===== src/rtl/lsu_subword_rmw.sv =====
// lsu_subword_rmw: byte-addressed load/store front end for the word-only Datmem.
// Sub-word stores use read-modify-write. Loads are sign- or zero-extended.
// Define LSU_STATS_EN to add the saturating LdCnt/StCnt/ErrCnt response counters.
module lsu_subword_rmw #(
  parameter int AWIDTH  = 32,
  parameter int ALENGTH = 128
) (
  input  logic              Clk,
  input  logic              Rst_n,
  input  logic              ReqVal,
  output logic              ReqRdy,
  input  logic [2:0]        ReqOp,
  input  logic [AWIDTH-1:0] ReqAddr,
  input  logic [AWIDTH-1:0] ReqDat,
  output logic              RespVal,
  input  logic              RespRdy,
  output logic [AWIDTH-1:0] RespDat,
  output logic              RespErr,
  output logic [AWIDTH-1:0] MemAddr,
  output logic              MemWE,
  output logic [AWIDTH-1:0] MemWriDat,
  input  logic [AWIDTH-1:0] MemReaDat
`ifdef LSU_STATS_EN
  ,
  output logic [15:0]       LdCnt,
  output logic [15:0]       StCnt,
  output logic [15:0]       ErrCnt
`endif
);

  typedef enum logic [2:0] {
    OP_LW, OP_LH, OP_LHU, OP_LB, OP_LBU, OP_SW, OP_SH, OP_SB
  } op_e;

  typedef enum logic [1:0] {S_IDLE, S_RD, S_WR, S_RESP} state_e;

  state_e            state_q;
  op_e               op_q;
  logic [1:0]        lane_q;
  logic [AWIDTH-1:0] wdat_q;
  logic [AWIDTH-1:0] mem_addr_q;
  logic              mem_we_q;
  logic [AWIDTH-1:0] mem_wdat_q;
  logic              resp_val_q;
  logic [AWIDTH-1:0] resp_dat_q;
  logic              resp_err_q;

  op_e               req_op;
  logic [AWIDTH-1:0] req_idx;
  logic              req_err;

  function automatic logic is_store(input op_e op);
    return (op == OP_SW) || (op == OP_SH) || (op == OP_SB);
  endfunction

  // Select the addressed lane of the read word and extend it to full width.
  function automatic logic [AWIDTH-1:0] load_ext(input op_e op, input logic [1:0] lane,
                                                 input logic [AWIDTH-1:0] word);
    logic [7:0]  b;
    logic [15:0] h;
    b = word[{lane, 3'b000} +: 8];
    h = word[{lane[1], 4'b0000} +: 16];
    case (op)
      OP_LH:   return {{(AWIDTH-16){h[15]}}, h};
      OP_LHU:  return {{(AWIDTH-16){1'b0}}, h};
      OP_LB:   return {{(AWIDTH-8){b[7]}}, b};
      OP_LBU:  return {{(AWIDTH-8){1'b0}}, b};
      default: return word;
    endcase
  endfunction

  // Overwrite only the store lanes of the read word.
  function automatic logic [AWIDTH-1:0] merge(input op_e op, input logic [1:0] lane,
                                              input logic [AWIDTH-1:0] word,
                                              input logic [AWIDTH-1:0] sdat);
    logic [AWIDTH-1:0] w;
    w = word;
    if (op == OP_SB) w[{lane, 3'b000} +: 8] = sdat[7:0];
    else             w[{lane[1], 4'b0000} +: 16] = sdat[15:0];
    return w;
  endfunction

  // Decode the incoming request and its error conditions.
  always_comb begin
    req_op  = op_e'(ReqOp);
    req_idx = ReqAddr >> 2;
    req_err = (req_idx >= AWIDTH'(ALENGTH)) ||
              (((req_op == OP_LH) || (req_op == OP_LHU) || (req_op == OP_SH)) && ReqAddr[0]) ||
              (((req_op == OP_LW) || (req_op == OP_SW)) && (ReqAddr[1:0] != 2'b00));
  end

  // Request/response FSM with registered memory and response outputs.
  always_ff @(posedge Clk or negedge Rst_n) begin
    if (!Rst_n) begin
      state_q    <= S_IDLE;
      op_q       <= OP_LW;
      lane_q     <= '0;
      wdat_q     <= '0;
      mem_addr_q <= '0;
      mem_we_q   <= 1'b0;
      mem_wdat_q <= '0;
      resp_val_q <= 1'b0;
      resp_dat_q <= '0;
      resp_err_q <= 1'b0;
    end else begin
      case (state_q)
        S_IDLE: begin
          if (ReqVal) begin
            op_q   <= req_op;
            lane_q <= ReqAddr[1:0];
            wdat_q <= ReqDat;
            if (req_err) begin
              resp_val_q <= 1'b1;
              resp_err_q <= 1'b1;
              resp_dat_q <= '0;
              state_q    <= S_RESP;
            end else begin
              mem_addr_q <= req_idx;
              resp_err_q <= 1'b0;
              if (req_op == OP_SW) begin
                mem_we_q   <= 1'b1;
                mem_wdat_q <= ReqDat;
                state_q    <= S_WR;
              end else begin
                state_q <= S_RD;
              end
            end
          end
        end
        S_RD: begin
          if (is_store(op_q)) begin
            mem_wdat_q <= merge(op_q, lane_q, MemReaDat, wdat_q);
            mem_we_q   <= 1'b1;
            state_q    <= S_WR;
          end else begin
            resp_dat_q <= load_ext(op_q, lane_q, MemReaDat);
            resp_val_q <= 1'b1;
            state_q    <= S_RESP;
          end
        end
        S_WR: begin
          mem_we_q   <= 1'b0;
          resp_dat_q <= '0;
          resp_val_q <= 1'b1;
          state_q    <= S_RESP;
        end
        S_RESP: begin
          if (RespRdy) begin
            resp_val_q <= 1'b0;
            state_q    <= S_IDLE;
          end
        end
        default: state_q <= S_IDLE;
      endcase
    end
  end

  assign ReqRdy    = (state_q == S_IDLE);
  assign RespVal   = resp_val_q;
  assign RespDat   = resp_dat_q;
  assign RespErr   = resp_err_q;
  assign MemAddr   = mem_addr_q;
  assign MemWE     = mem_we_q;
  assign MemWriDat = mem_wdat_q;

`ifdef LSU_STATS_EN
  logic [15:0] ld_cnt_q, st_cnt_q, err_cnt_q;
  logic        resp_fire;

  assign resp_fire = (state_q == S_RESP) && RespRdy;

  // Saturating per-class counters, stepped when a response is accepted.
  always_ff @(posedge Clk or negedge Rst_n) begin
    if (!Rst_n) begin
      ld_cnt_q  <= '0;
      st_cnt_q  <= '0;
      err_cnt_q <= '0;
    end else if (resp_fire) begin
      if (resp_err_q) begin
        if (err_cnt_q != '1) err_cnt_q <= err_cnt_q + 16'd1;
      end else if (is_store(op_q)) begin
        if (st_cnt_q != '1) st_cnt_q <= st_cnt_q + 16'd1;
      end else begin
        if (ld_cnt_q != '1) ld_cnt_q <= ld_cnt_q + 16'd1;
      end
    end
  end

  assign LdCnt  = ld_cnt_q;
  assign StCnt  = st_cnt_q;
  assign ErrCnt = err_cnt_q;
`endif

endmodule


===== config.mk =====
export PLATFORM = sky130hd
export DESIGN_NAME = lsu_subword_rmw
export DESIGN_NICKNAME = d
export VERILOG_FILES = /design/src/rtl/lsu_subword_rmw.sv
export SDC_FILE = /design/constraint.sdc
export NUM_CORES = 1
export LEC_CHECK = 0
export CORE_MARGIN = 2
export CORE_UTILIZATION = 45
export CTS_BUF_LIST = sky130_fd_sc_hd__clkbuf_4
export CTS_CLUSTER_DIAMETER = 200
export DETAILED_ROUTE_END_ITERATION = 10
export PLACE_DENSITY = 0.78
export SLEW_MARGIN = 20
export SYNTH_ARGS = -nofsm -noshare
export SYNTH_HDL_FRONTEND = slang
export SYNTH_SLANG_ARGS = --single-unit

===== constraint.sdc =====
create_clock -name Clk -period 3.4 [get_ports Clk]
set_input_delay 0.68 -clock Clk [delete_from_list [all_inputs] [get_ports Clk]]
set_output_delay 0.68 -clock Clk [all_outputs]
set_load 0.01 [all_outputs]

==> flow_summary.ini <==
[status]
status = complete, no violations

[clocking]
numCtsBuffers = 17
clk_pin_slew_ps = 100
cts_tree = built
cts_resized = 0
h-tree-depth = 4
post_cts_buffers = 0
cts_root_buffer = clkbuf_4
clock_path_buffers = 2
cts_hold_repair.buffers = 0
clock_latency_ps = 540
cts.sinks = 120

[finish]
syn_to_final_growth_pct = 36.4
nets = 910
drive_gt1_share_pct = 13.2
finalInstanceArea_um2 = 8890
diodes = 0
fillCellCount = 1091

[timing]
tightestPinTransition_ps = 965
fin_ws_ps = 566
fin_skew_ps = 11.8
hold_viol_final = 0
setup_violations = 0
setup_tns_ps = 0
fin_crit_sh_pct = 83.3
finalCriticalPeriod_ps = 2830
slew_headroom_pct = 35.1
rsz0062_at_grt = no
report.final.slew_viol_count = 0
fmax_mhz = 353

[yosys]
ys_seq_area_share_pct = 46.1
synth_flop_cell = dfrtp_1
syn_area_um2 = 6520
syn_area_per_cell_um2 = 10.7
synthTopCellsByCount = dfrtp_1 (120), o21ai_0 (61), nor2_1 (59)
synth_edf_count = 0
postSynthCellCount = 610
yosys_register_bits = 120
synth_warnings = 0
synth.most_common_cell = dfrtp_1
synth_largest_area_cell = dfrtp_1
synth.area.top_cells = dfrtp_1 (46%), mux2_2 (6.0%), mux2_1 (5.9%), o21ai_0 (4.7%), a221oi_1 (4.4%)
synth_top_area_share_pct = 46.1
synth_cell_types = 63
ys_async_sr_fraction_pct = 100

[drt]
wl_met1_um = 8210
dr_wl_met3_um = 2070
wirelength_um = 19900
routed.top_layer = met4
wl_met2_um = 9080
route.antenna.remaining_nets = 0
drt_iter0_drc = 400
drtPass1Iterations = 7
num_vias = 5871
drc = 0
vias_per_cell = 5.93
wl_per_cell_um = 20.1

[placement]
post-place-ws_ps = 278
gp_congestion = 0.956
place_area_um2 = 8660
port_buffers = 200
dp_hpwl_um = 14800

[setup_path]
critPathArrivalTime_ps = 2150
required_ps = 2720
cp-start-kind = flip-flop
worst-path-max-fanout = 12
rr_worst_depth = 7
startpoint = state_q[0]
endpoint_kind = primary output
r2r_slack_ps = 750
r2r-start = lane_q[0]
worstSetupPathType = flip-flop to primary output
r2r_end = MemWriDat[12]

[pwr]
pwr_density_cell_nw_per_um2 = 813
pwr-share-clk_pct = 12.1
pwr-share-comb_pct = 54.8
switching_power_mw = 3.01
internal-power_mw = 4.22
p_leak_nw = 3.71
irDropWorstVdd_mv = 0.342
seq_power_share_pct = 33.0
netSwitchingFraction_pct = 41.6

[die]
die_area_um2 = 15500
start_util_pct = 46.6
core_um2 = 14000
ioPinCount = 203
die_h_um = 124
rows = 43
die_width_um = 124

[global_routing]
grt_pass1_vias = 5969
grt_pass1_wl_um = 32200
antenna_found_initial = 0
grt-ovfl-total = 0
grt_max_degree = 55
grtUsageTotal_pct = 26.1

[run]
drv_cap = 0

[min_path]
hold_class = input port to asynchronous set/reset pin
-- metrics by stage --
stage          std cells  hold slack, ps  util (%)  power [mW]
3_5_place_dp         958             470      61.9        6.34
6_report             990             178      63.6        7.23
4_1_cts              990             169      63.6        7.23
3_3_place_gp         958             468      61.9        6.17
2_1_floorplan        611             384         -        4.83
5_1_grt              990             202      63.6        7.73
-- critical path: stages, from the launching register on --
cell and delay, ps:
dfrtp_1 450, inv_1 120, ha_1 420, clkdlybuf4s50_1 640
-- power groups by stage --
stage	Combinational (mW)	Clock (mW)	Sequential [mW]
5_1_grt	4.30	0.978	2.46
2_1_floorplan	2.41	0	2.42
3_3_place_gp	3.79	0	2.37
6_report	3.96	0.876	2.39
3_5_place_dp	3.94	0	2.40
4_1_cts	3.96	0.901	2.38
-- cells by family (layout without fill, tap and decap cells) --
group                    Yosys count  in the layout  share of synthesized area [%]
XOR/XNOR                           2              2                          0.269
buffers and inverters             68            267                           4.65
multiplexers                      88             88                           16.2
flip-flops                       120            120                           46.1
AO/OA/AOI/OAI                    181            181                           20.0
other                              1              2                         0.0575
adder cells (fa/ha/maj)           10             10                           1.92
AND/OR/NAND/NOR                  140            140                           10.8
-- cells in the final DEF, fill, tap and decap left out, types with 17 or more instances in the layout --
master and instances:
a221oi_1 33, o21ai_0 61, and2_1 23, nand2_1 17, dfrtp_1 120, mux2_1 34, clkdlybuf4s50_1 199, mux2_2 35
buf_4 17, clkbuf_4 19, nor2_1 59
-- metal layers --
| layer | global-route usage, % | up-vias |
|---|---|---|
| met5 | 0 | - |
| met4 | 10.6 | 0 |
| met3 | 9.41 | 44 |
| met2 | 40.7 | 321 |
| met1 | 33.2 | 2859 |
| li1 | - | 2647 |
-- layout make-up --
class                   instances  area [um^2]  share of cell area [%]
inverters                      18         67.6                   0.760
flip-flops and latches        120         3000                    33.8
clock buffers                  19          143                    1.60
repair buffers                217         2140                    24.1
multi-input cells             423         3220                    36.3
well taps                     180          225                    2.53
clock inverters                13         87.6                   0.985
-- worst max-delay path by stage --
stage | end | slack (ps)
6_report | ReqRdy | 570
5_1_grt | ReqRdy | 430
4_1_cts | ReqRdy | 520
3_5_place_dp | MemWriDat[20] | 280
3_3_place_gp | MemWriDat[31] | 350
2_1_floorplan | MemWriDat[31] | 960
-- registers in the layout, indices dropped and copies added, names as in the netlist --
| register | cells |
|---|---|
| op_q | 3 |
| wdat_q | 16 |
| state_q | 2 |
| lane_q | 2 |
| RespVal | 1 |
| RespDat | 32 |
| MemAddr | 30 |
| MemWriDat | 32 |
| RespErr | 1 |
| MemWE | 1 |
No activity file was read; power rests on OpenSTA's default activity.
